===== src/rtl/accel_spi_pkg.sv =====
// accel_spi_pkg: opcodes, register addresses, FSM states and helpers for the accelerometer SPI responder
package accel_spi_pkg;

    localparam logic [7:0] CMD_WRITE      = 8'h0A;
    localparam logic [7:0] CMD_READ       = 8'h0B;
    localparam logic [7:0] SOFT_RESET_KEY = 8'h52;

    localparam logic [7:0] ADDR_DEVID_AD   = 8'h00;
    localparam logic [7:0] ADDR_DEVID_MST  = 8'h01;
    localparam logic [7:0] ADDR_PARTID     = 8'h02;
    localparam logic [7:0] ADDR_X_HI8      = 8'h08;
    localparam logic [7:0] ADDR_Y_HI8      = 8'h09;
    localparam logic [7:0] ADDR_Z_HI8      = 8'h0A;
    localparam logic [7:0] ADDR_X_L        = 8'h0E;
    localparam logic [7:0] ADDR_X_H        = 8'h0F;
    localparam logic [7:0] ADDR_Y_L        = 8'h10;
    localparam logic [7:0] ADDR_Y_H        = 8'h11;
    localparam logic [7:0] ADDR_Z_L        = 8'h12;
    localparam logic [7:0] ADDR_Z_H        = 8'h13;
    localparam logic [7:0] ADDR_SOFT_RESET = 8'h1F;
    localparam logic [7:0] ADDR_POWER_CTL  = 8'h2D;
    localparam logic [7:0] ADDR_SELF_TEST  = 8'h2E;

    typedef enum logic [2:0] {
        ST_IDLE,
        ST_CMD,
        ST_ADDR,
        ST_RD,
        ST_WR,
        ST_IGNORE
    } state_e;

    // Two's-complement 12-bit add clamped to -2048..2047
    function automatic logic [11:0] sat_add12(input logic [11:0] a, input logic [11:0] b);
        logic [12:0] s;
        s = {a[11], a} + {b[11], b};
        return (s[12] != s[11]) ? (s[12] ? 12'h800 : 12'h7FF) : s[11:0];
    endfunction

    // Upper byte of a right-justified sample: sign nibble plus bits 11:8
    function automatic logic [7:0] hi_sext(input logic [11:0] v);
        return {{4{v[11]}}, v[11:8]};
    endfunction

endpackage


===== src/rtl/spi_pin_sync.sv =====
// spi_pin_sync: synchronizes sclk/ss/mosi into the system clock and derives edge strobes
module spi_pin_sync #(
    parameter int STAGES = 2
) (
    input  logic clk_i,
    input  logic rst_ni,
    input  logic sclk_i,
    input  logic ss_i,
    input  logic mosi_i,
    output logic sclk_rise_o,
    output logic sclk_fall_o,
    output logic ss_fall_o,
    output logic ss_rise_o,
    output logic mosi_o
);

    logic [STAGES-1:0] sclk_sync_q;
    logic [STAGES-1:0] ss_sync_q;
    logic [STAGES-1:0] mosi_sync_q;
    logic              sclk_prev_q;
    logic              ss_prev_q;
    logic              sclk_s;
    logic              ss_s;

    // Synchronizer chains plus one delayed copy of sclk/ss for edge detection; ss idles high
    always_ff @(posedge clk_i or negedge rst_ni) begin
        if (!rst_ni) begin
            sclk_sync_q <= '0;
            ss_sync_q   <= '1;
            mosi_sync_q <= '0;
            sclk_prev_q <= 1'b0;
            ss_prev_q   <= 1'b1;
        end else begin
            sclk_sync_q <= {sclk_sync_q[STAGES-2:0], sclk_i};
            ss_sync_q   <= {ss_sync_q[STAGES-2:0], ss_i};
            mosi_sync_q <= {mosi_sync_q[STAGES-2:0], mosi_i};
            sclk_prev_q <= sclk_sync_q[STAGES-1];
            ss_prev_q   <= ss_sync_q[STAGES-1];
        end
    end

    assign sclk_s      = sclk_sync_q[STAGES-1];
    assign ss_s        = ss_sync_q[STAGES-1];
    assign mosi_o      = mosi_sync_q[STAGES-1];
    assign sclk_rise_o = sclk_s & ~sclk_prev_q & ~ss_s;
    assign sclk_fall_o = ~sclk_s & sclk_prev_q & ~ss_s;
    assign ss_fall_o   = ss_prev_q & ~ss_s;
    assign ss_rise_o   = ~ss_prev_q & ss_s;

endmodule


===== src/rtl/accel_spi_responder.sv =====
// accel_spi_responder: SPI mode-0 responder modelling the accelerometer register map (self-test register under ACCEL_SELFTEST_EN)
module accel_spi_responder
    import accel_spi_pkg::*;
#(
    parameter logic [7:0]        DEVID_AD        = 8'hAD,
    parameter logic [7:0]        DEVID_MST       = 8'h1D,
    parameter logic [7:0]        PARTID          = 8'hF2,
    parameter int                SYNC_STAGES     = 2,
    parameter logic signed [11:0] SELFTEST_OFFSET = 12'sd64
) (
    input  logic        clock,
    input  logic        anti_reset,
    input  logic        sclk,
    input  logic        ss,
    input  logic        mosi,
    output logic        miso,
    output logic        miso_oe,
    input  logic [11:0] accel_x_in,
    input  logic [11:0] accel_y_in,
    input  logic [11:0] accel_z_in,
    output logic [7:0]  power_ctl,
    output logic        soft_reset_pulse,
    output logic        busy,
    output logic        cmd_error
);

    logic        sclk_rise;
    logic        sclk_fall;
    logic        ss_fall;
    logic        ss_rise;
    logic        mosi_s;
    state_e      state_q, state_d;
    logic [2:0]  bit_cnt_q, bit_cnt_d;
    logic [7:0]  rx_q, rx_d;
    logic [7:0]  tx_q, tx_d;
    logic [7:0]  addr_q, addr_d;
    logic        read_q, read_d;
    logic        miso_q, miso_d;
    logic [7:0]  power_ctl_q, power_ctl_d;
    logic        soft_reset_q, soft_reset_d;
    logic        cmd_error_q, cmd_error_d;
    logic [11:0] snap_x_q, snap_x_d;
    logic [11:0] snap_y_q, snap_y_d;
    logic [11:0] snap_z_q, snap_z_d;
    logic [7:0]  rx_byte;
    logic [7:0]  fetch_addr;
    logic [7:0]  rd_data;
    logic [11:0] x_rep;
    logic        selftest_on;
`ifdef ACCEL_SELFTEST_EN
    logic [7:0]  selftest_q, selftest_d;
`endif

    spi_pin_sync #(
        .STAGES(SYNC_STAGES)
    ) u_pin_sync (
        .clk_i      (clock),
        .rst_ni     (anti_reset),
        .sclk_i     (sclk),
        .ss_i       (ss),
        .mosi_i     (mosi),
        .sclk_rise_o(sclk_rise),
        .sclk_fall_o(sclk_fall),
        .ss_fall_o  (ss_fall),
        .ss_rise_o  (ss_rise),
        .mosi_o     (mosi_s)
    );

`ifdef ACCEL_SELFTEST_EN
    assign selftest_on = selftest_q[0];
`else
    assign selftest_on = 1'b0;
`endif

    assign x_rep      = selftest_on ? sat_add12(snap_x_q, SELFTEST_OFFSET) : snap_x_q;
    assign rx_byte    = {rx_q[6:0], mosi_s};
    assign fetch_addr = (state_q == ST_ADDR) ? rx_byte : addr_q + 8'd1;

    // Register read mux; the address comes straight from the shifter when the address byte completes
    always_comb begin
        rd_data = 8'h00;
        case (fetch_addr)
            ADDR_DEVID_AD:  rd_data = DEVID_AD;
            ADDR_DEVID_MST: rd_data = DEVID_MST;
            ADDR_PARTID:    rd_data = PARTID;
            ADDR_X_HI8:     rd_data = x_rep[11:4];
            ADDR_Y_HI8:     rd_data = snap_y_q[11:4];
            ADDR_Z_HI8:     rd_data = snap_z_q[11:4];
            ADDR_X_L:       rd_data = x_rep[7:0];
            ADDR_X_H:       rd_data = hi_sext(x_rep);
            ADDR_Y_L:       rd_data = snap_y_q[7:0];
            ADDR_Y_H:       rd_data = hi_sext(snap_y_q);
            ADDR_Z_L:       rd_data = snap_z_q[7:0];
            ADDR_Z_H:       rd_data = hi_sext(snap_z_q);
            ADDR_POWER_CTL: rd_data = power_ctl_q;
`ifdef ACCEL_SELFTEST_EN
            ADDR_SELF_TEST: rd_data = selftest_q;
`endif
            default:        rd_data = 8'h00;
        endcase
    end

    // Next state: ss edges frame a transaction, rise strobes shift in and finish bytes, fall strobes shift out
    always_comb begin
        state_d      = state_q;
        bit_cnt_d    = bit_cnt_q;
        rx_d         = rx_q;
        tx_d         = tx_q;
        addr_d       = addr_q;
        read_d       = read_q;
        miso_d       = miso_q;
        power_ctl_d  = power_ctl_q;
        soft_reset_d = 1'b0;
        cmd_error_d  = cmd_error_q;
        snap_x_d     = snap_x_q;
        snap_y_d     = snap_y_q;
        snap_z_d     = snap_z_q;
`ifdef ACCEL_SELFTEST_EN
        selftest_d   = selftest_q;
`endif
        if (ss_rise) begin
            state_d   = ST_IDLE;
            bit_cnt_d = 3'd0;
            miso_d    = 1'b0;
        end else if (ss_fall) begin
            state_d     = ST_CMD;
            bit_cnt_d   = 3'd0;
            cmd_error_d = 1'b0;
            miso_d      = 1'b0;
        end else if (sclk_rise && state_q != ST_IDLE) begin
            rx_d      = rx_byte;
            bit_cnt_d = bit_cnt_q + 3'd1;
            if (bit_cnt_q == 3'd7) begin
                case (state_q)
                    ST_CMD: begin
                        if (rx_byte == CMD_READ) begin
                            state_d  = ST_ADDR;
                            read_d   = 1'b1;
                            snap_x_d = accel_x_in;
                            snap_y_d = accel_y_in;
                            snap_z_d = accel_z_in;
                        end else if (rx_byte == CMD_WRITE) begin
                            state_d = ST_ADDR;
                            read_d  = 1'b0;
                        end else begin
                            state_d     = ST_IGNORE;
                            cmd_error_d = 1'b1;
                        end
                    end
                    ST_ADDR: begin
                        addr_d  = rx_byte;
                        state_d = read_q ? ST_RD : ST_WR;
                        tx_d    = read_q ? rd_data : tx_q;
                    end
                    ST_RD: begin
                        addr_d = addr_q + 8'd1;
                        tx_d   = rd_data;
                    end
                    ST_WR: begin
                        addr_d = addr_q + 8'd1;
                        if (addr_q == ADDR_POWER_CTL)
                            power_ctl_d = rx_byte;
`ifdef ACCEL_SELFTEST_EN
                        if (addr_q == ADDR_SELF_TEST)
                            selftest_d = rx_byte;
`endif
                        if (addr_q == ADDR_SOFT_RESET && rx_byte == SOFT_RESET_KEY) begin
                            power_ctl_d  = 8'h00;
                            soft_reset_d = 1'b1;
`ifdef ACCEL_SELFTEST_EN
                            selftest_d   = 8'h00;
`endif
                        end
                    end
                    default: ;
                endcase
            end
        end else if (sclk_fall && state_q == ST_RD) begin
            miso_d = tx_q[7];
            tx_d   = {tx_q[6:0], 1'b0};
        end
    end

    // State and datapath registers
    always_ff @(posedge clock or negedge anti_reset) begin
        if (!anti_reset) begin
            state_q      <= ST_IDLE;
            bit_cnt_q    <= 3'd0;
            rx_q         <= 8'h00;
            tx_q         <= 8'h00;
            addr_q       <= 8'h00;
            read_q       <= 1'b0;
            miso_q       <= 1'b0;
            power_ctl_q  <= 8'h00;
            soft_reset_q <= 1'b0;
            cmd_error_q  <= 1'b0;
            snap_x_q     <= 12'h000;
            snap_y_q     <= 12'h000;
            snap_z_q     <= 12'h000;
`ifdef ACCEL_SELFTEST_EN
            selftest_q   <= 8'h00;
`endif
        end else begin
            state_q      <= state_d;
            bit_cnt_q    <= bit_cnt_d;
            rx_q         <= rx_d;
            tx_q         <= tx_d;
            addr_q       <= addr_d;
            read_q       <= read_d;
            miso_q       <= miso_d;
            power_ctl_q  <= power_ctl_d;
            soft_reset_q <= soft_reset_d;
            cmd_error_q  <= cmd_error_d;
            snap_x_q     <= snap_x_d;
            snap_y_q     <= snap_y_d;
            snap_z_q     <= snap_z_d;
`ifdef ACCEL_SELFTEST_EN
            selftest_q   <= selftest_d;
`endif
        end
    end

    assign miso             = miso_q;
    assign busy             = (state_q != ST_IDLE);
    assign miso_oe          = busy;
    assign power_ctl        = power_ctl_q;
    assign soft_reset_pulse = soft_reset_q;
    assign cmd_error        = cmd_error_q;

endmodule


===== config.mk =====
export PLATFORM = sky130hd
export DESIGN_NAME = accel_spi_responder
export DESIGN_NICKNAME = d
export VERILOG_FILES = /design/src/rtl/accel_spi_pkg.sv /design/src/rtl/spi_pin_sync.sv /design/src/rtl/accel_spi_responder.sv
export SDC_FILE = /design/constraint.sdc
export NUM_CORES = 1
export LEC_CHECK = 0
export ABC_AREA = 0
export ABC_CLOCK_PERIOD_IN_PS = 2450
export BUFFER_PORTS_ARGS = -buffer_cell sky130_fd_sc_hd__buf_2
export CORE_MARGIN = 3
export CORE_UTILIZATION = 50
export DETAILED_ROUTE_END_ITERATION = 8
export GPL_TIMING_DRIVEN = 1
export PLACE_DENSITY_LB_ADDON = 0.15
export RECOVER_POWER = 50
export SETUP_SLACK_MARGIN = 0.4
export SYNTH_ARGS = -nofsm -noshare
export SYNTH_HDL_FRONTEND = slang
export SYNTH_SLANG_ARGS = --single-unit
export TNS_END_PERCENT = 1

===== constraint.sdc =====
create_clock -name clock -period 2.45 [get_ports clock]
set_input_delay 0.1225 -clock clock [delete_from_list [all_inputs] [get_ports clock]]
set_output_delay 0.1225 -clock clock [all_outputs]
set_load 0.03 [all_outputs]

# Word level (Yosys, flattened, before mapping)
# Cells that the tools add are included.
totals:
  regBits: 85
  in_bits: 41
  out_inout_bits: 13
op_classes:
  addsub: 2
  eq_ne: 28
  muxes: 39
  bitwise: 12
  n_reduce_logical: 26
op_table:
  columns: ["cell", "n"]
  rows:
  - ["8-bit one-hot mux with 13 select lines", 1]
  - ["8-bit by 4-bit == test with 1-bit output (second input constant)", 7]
  - ["8-bit 2-to-1 mux", 7]
  - ["8-bit by 5-bit == test with 1-bit output (second input constant)", 5]
  - ["8-bit one-hot mux with 2 select lines", 2]
  - ["3-bit 2-to-1 mux", 10]
  - ["6-bit AND reduction", 5]
  - ["1-bit 2-to-1 mux", 18]
  - ["8-bit by 6-bit == test with 1-bit output (second input constant)", 2]
  - ["2-bit nonzero test", 7]
  - ["3-bit nonzero test", 4]
  - ["8-bit by 1-bit adder with 8-bit output (second input constant)", 1]
  - ["8-bit by 1-bit == test with 1-bit output (second input constant)", 1]
  - ["8-bit by 2-bit == test with 1-bit output (second input constant)", 1]
  - ["8-bit by 7-bit == test with 1-bit output (second input constant)", 1]
  - ["8-bit zero test", 1]
  - ["1-bit bitwise AND", 6]
  - ["3-bit by 2-bit == test with 1-bit output (second input constant)", 2]
  - ["3-bit == test (second input constant)", 2]
  - ["3-bit != test (second input constant)", 2]
  - ["1-bit NOT", 6]
  - ["3-bit one-hot mux with 2 select lines", 1]
  - ["3-bit AND reduction", 2]
  - ["5-bit AND reduction", 1]
  - ["9 further kinds", 12]

# Depth between registers and ports, before layout
depth:
  ltp_word: 8
  ltp_mapped: 11

# By module
# A second synthesis with hierarchy kept.
unflattened:
  cells_unflattened: 481
  area_unflattened_um2: 4848.4
modules_own_cells:
  columns: ["mod", "n_inst", "cells_per_inst", "area_each_um2"]
  rows:
  - ["accel_spi_responder", 1, 469, 4616.9]
  - ["spi_pin_sync", 1, 12, 231.5]

# Worst setup path before layout
# Ideal clock, no wire load.
synth_timing:
  path_type: "register to register"
  start: "reg addr_q[1]"
  end: "reg tx_q[4]"
  t_arrival_ps: 2255
  required_ps: 2298
  path_slack_ps: 43
  stages_incl_launch_ff: 8
  n_path_buf: 0
  cell_sequence: "dfrtp_1 > ha_1 > and4_1 > a32oi_1 > o22ai_2 > and4_1 > a2111oi_2 > a32oi_1"
synth_between:
  elab_chain_cells: 8
  elab_cells_between_ends: 20
  cone_classes: "1 x add/sub; 12 x eq/ne; 6 x mux; 1 x reduce/logical"
synth_lines:
  columns: ["element", "line", "rtl"]
  rows:
  - ["start: declaration", "accel_spi_responder.sv:36", "logic [7:0] addr_q, addr_d;"]
  - ["start signal: assignment", "accel_spi_responder.sv:208", "addr_q <= addr_d;"]
  - ["8-bit by 1-bit adder with 8-bit output *", "accel_spi_responder.sv:77", "assign fetch_addr = (state_q == ST_ADDR) ? rx_byte : addr_q + 8'd1;"]
  - ["8-bit 2-to-1 mux *", "accel_spi_responder.sv:77", null]
  - ["8-bit by 6-bit == test with 1-bit output, or another cell as far along", "accel_spi_responder.sv:82", "case (fetch_addr)"]
  - ["8-bit one-hot mux with 13 select lines *", "accel_spi_responder.sv:82", null]
  - ["8-bit 2-to-1 mux", "accel_spi_responder.sv:153", "tx_d = read_q ? rd_data : tx_q;"]
  - ["8-bit one-hot mux with 2 select lines *", "accel_spi_responder.sv:134", "case (state_q)"]
  - ["8-bit 2-to-1 mux *", "accel_spi_responder.sv:133", "if (bit_cnt_q == 3'd7) begin"]
  - ["8-bit 2-to-1 mux *", "accel_spi_responder.sv:130", "end else if (sclk_rise && state_q != ST_IDLE) begin"]
  - ["end signal: assignment", "accel_spi_responder.sv:207", "tx_q <= tx_d;"]
  - ["end: declaration", "accel_spi_responder.sv:35", "logic [7:0] tx_q, tx_d;"]
# Mark *: on every way between the ends. The rest lies on a longest branch, timed or not. The select of a mux whose other input is x is not followed.
# A chain may end at the register's enable or synchronous reset.

# Worst setup path after layout
layout_timing:
  start: "reg state_q[1]"
  end: "reg tx_q[5]"
layout_between:
  elab_chain_cells: 8
  elab_cells_between_ends: 29
  cone_classes: "17 x eq/ne; 6 x mux; 6 x reduce/logical"
layout_lines:
  columns: ["element", "line", "rtl"]
  rows:
  - ["start: declaration", "accel_spi_responder.sv:32", "state_e state_q, state_d;"]
  - ["start signal: assignment", "accel_spi_responder.sv:204", "state_q <= state_d;"]
  - ["3-bit by 2-bit == test with 1-bit output", "accel_spi_responder.sv:77, accel_spi_responder.sv:134", null]
  - ["8-bit 2-to-1 mux", "accel_spi_responder.sv:77", null]
  - ["8-bit by 6-bit == test with 1-bit output, or another cell as far along", "accel_spi_responder.sv:82", null]
  - ["8-bit one-hot mux with 13 select lines", "accel_spi_responder.sv:82", null]
  - ["8-bit 2-to-1 mux", "accel_spi_responder.sv:153", null]
  - ["8-bit one-hot mux with 2 select lines", "accel_spi_responder.sv:134", null]
  - ["8-bit 2-to-1 mux", "accel_spi_responder.sv:133", null]
  - ["8-bit 2-to-1 mux", "accel_spi_responder.sv:130", null]
# Several ways; a longest one is shown, not always the timed one. The select of a mux whose other input is x is not followed.

==> impl_results.md <==
- Status: finished with violations
- Failing checks: negative hold slack, negative setup slack
- Hold Path End: snap_y_q[7]
- First-pass GRT wire length: 23000 um
- Reg-to-reg slack, setup: -0.05 ns
- Comb power frac: 0.213
- CTS buffer count: 9
- Static leakage: approximately 3 nW
- Synth Flop Type: dfrtp_1
- Clock sinks: 85
- Finished Layout Cells: 743
- PortBufs: 53
- GPL Wtd Cong: 0.938
- Crit-path cells: buf_6 -> nor3b_4 -> buf_4 -> buf_6 -> nand3b_1 -> o21ai_1 -> buf_4 -> buf_6 -> a222oi_1 -> nor2_2 -> a211oi_2 -> a32oi_2
- Congestion Overflow GR: 0
- Diodes inserted: 0
- Via count: 4602
- Synth cell count leaders: 82 x dfrtp_1, 48 x mux2_2, 48 x nor2_1, 33 x nand2_1
- Final Cell Area: 6800 um^2
- Switching Share: 0.321
- Synthesized flop and latch total: 85
- Layout cells sized above 1: 0.444
- Initial antenna violation count: 0
- Relative slew slack: 0.567
- Internal Pwr Total: 0.00224 W
- CP max FO: 8
- HP Start: accel_y_in[7]
- Worst reg-to-reg path cell count: 12
- Pin count of the biggest net entering global routing: 49
- CP Launch Type: flip-flop
- Max-slew violations: 0
- Simple-gate share of the synthesized area: 0.165
- Setup Skew: 0.0104 ns
- Worst IR Drop VDD: 0.438 mV
- DRT Pass-1 Iters: 5
- Critical path's slowest cell: a222oi_1
- RSZ-0062 raised after global routing: yes
- Post-Syn Area: about 4700 um^2
- Clk_lat worst skew: 0.36 ns
- Hold Vio Cnt, Final: 1
- Total Routed Length: around 15000 um
- Final WS setup: -0.0466 ns
- Top post-synthesis cells by area: dfrtp_1 43%, mux2_2 11%, nor2_1 3.8%
- IO Pins: 54
- Most numerous cell in the Yosys netlist: dfrtp_1
- RR Endpoint: tx_q[5]
- Mux share of post-synthesis cell area: 0.116
- Core box area: ~9000 um^2
- Post-synthesis sequential area ratio: 0.450
- Synth Area in Adders: 0.0159
- Layout fillers: 548
- Setup crit end kind: flip-flop
- Longest Clk Path Bufs: 2
- CP max stage delay: 0.45 ns
- Area Overhead vs Synth: 43.5%
- Fin crit share: 1.02
- Wire length per cell: 20.4 um
- Vias per std cell: 6.19
- Die area: 10700 um^2
- Clock share of power: 0.302
- Syn nets: 511
- Die width: approximately 100 um
- EDFF count, synth: 0
- Cell repeated most along the worst path: buf_6
- Top cell type's share of synthesized area: 0.433
- Vias in the first global route: 4411
- Hold WC Path Type: primary input to flip-flop
- Minimum hold slack: -0.000844 ns
- Ys async rst share: 1.00
- Layout net count: 659
- Post-DRT Antenna Nets: 0
- MaxCap Viol Count: 0
- Max Fclk: 0.401 GHz
- Minimum clock period: 2.50 ns
- Worst Tran Pin Value: ~0.65 ns
- Cells after synthesis: ~460
- Post-placement cell area: 5540 um^2
- Worst Setup Path Type: flip-flop to flip-flop
- DRC: 0
- DRT iter0 DRCs: 451
- Switching pwr: 0.00106 W
- DP Wirelength: 9800 um
- Root Driver: clkbuf_8
- WHS Path Cells: 2
- H-tree depth: 3
- Setup Slack @ Placement: -0.0457 ns
- PwrDens: 486 nW/um^2
- Gr usage total: 0.279
- Largest family of logic cells by synthesized area: compound AO/OA/AOI/OAI gates
- Chip height: about 100 um
- CTS tree: built
- # setup viols final: 1
- Initial Util: 0.528
- Critical path required time: 2.67 ns
- Core Util, Final: 0.757
- Synth Area in Compound Gates: 0.203
- Reg clk slew, reported paths: approximately 0.090 ns
- Syn_area_per_cell: 10.2 um^2
- Syn. warnings: 0
- Reg power frac: 0.485
- Number of instances in the placed design: 665
- Post-synth top area cell: dfrtp_1
- FP Rows: 34
- Count of cell types in the netlist: between 60 and 70
- Xor/xnor cell area share of the yosys netlist: 0.00555
- Worst R2R Start: state_q[1]
- CP Data Arrival Time: 2.72 ns
-- area by class of cell --
class | instances | area (um^2) | share of cell area
clock inverter | 5 | 42.5 | 0.00626
sequential | 85 | 2140 | 0.314
multi-input combinational | 338 | 2950 | 0.435
inverter | 12 | 45.0 | 0.00663
timing repair buffer | 166 | 1310 | 0.193
clock buffer | 11 | 151 | 0.0223
tap | 126 | 158 | 0.0232
-- critical path: cells and delay by family, from the launching register on --
family | cells | cell delay (ns)
buf+inv | 5 | 0.67
simple gates | 3 | 0.34
flops | 1 | 0.41
compound gates | 4 | 0.94
-- power by group through the flow --
stage	registers, W	logic, W	clock network (W)
after floorplan	0.00155	0.000378	0
after global placement	0.00160	0.000540	0
after detailed placement	0.00161	0.000555	0
after CTS	0.00158	0.000615	0.00100
after global routing	0.00161	0.000761	0.00106
final	0.00160	0.000703	0.000998
-- cells by family (layout without fill, tap and decap cells) --
kind of cell | count (synthesis) | count (layout)
adders and majority gates | 6 | 6
muxes | 49 | 49
buffers and inverters | 41 | 194
and+or+nand+nor | 151 | 151
xor gates and xnor gates | 3 | 3
DFF | 85 | 85
AOI/OAI and AO/OA | 129 | 129
-- stage by stage --
| stage | total power [W] | setup TNS, ns |
|---|---|---|
| after floorplan | 0.00192 | 0 |
| after global placement | 0.00215 | 0 |
| after detailed placement | 0.00216 | -0.0903 |
| after CTS | 0.00320 | 0 |
| after global routing | 0.00343 | -0.426 |
| final | 0.00330 | -0.0466 |
-- worst max path at each step --
| stage | cells past startpoint | to | slack, ns | start |
|---|---|---|---|---|
| floorplan | 8 | tx_q[6] | 0.28 | addr_q[1] |
| global placement | 7 | tx_q[6] | 0.006 | addr_q[0] |
| detailed placement | 9 | tx_q[5] | -0.05 | addr_q[0] |
| CTS | 9 | tx_q[5] | 0.07 | addr_q[1] |
| global route | 12 | tx_q[5] | -0.17 | state_q[1] |
| finish | 12 | tx_q[5] | -0.05 | state_q[1] |
-- per-layer routing --
layer,share of wire,vias up,track usage
li1,-,2036,-
met1,0.42,2257,0.388
met2,0.48,270,0.443
met3,0.075,39,0.0523
met4,0.027,0,0.0916
met5,0,-,0
-- registers in the layout (all words and copies together), names as in the netlist, 7 cells and up --
name       count
tx_q           8
power_ctl      8
rx_q           7
snap_z_q      12
snap_y_q      12
addr_q         8
snap_x_q      12
-- cells in the final DEF (no fill, tap or decap), types with 6 or more instances in the layout --
cell type,instances
a21oi_1,19
a222oi_1,7
a22o_1,10
a22oi_1,18
buf_2,52
buf_4,62
buf_6,11
clkbuf_8,11
dfrtp_1,78
dlygate4sd3_1,36
inv_1,12
mux2_2,12
mux2_4,36
nand2_1,29
nand3_1,11
nor2_1,40
nor3_1,6
o21ai_0,15
-- what timing repair did --
action	in CTS	in global routing
resized for setup	30	88
buffers inserted	18	8
pin swaps	18	38
endpoints found under the setup margin	60	64
hold endpoints to repair	62	7
hold buffers	29	7
(Power assumes the default switching activity.)
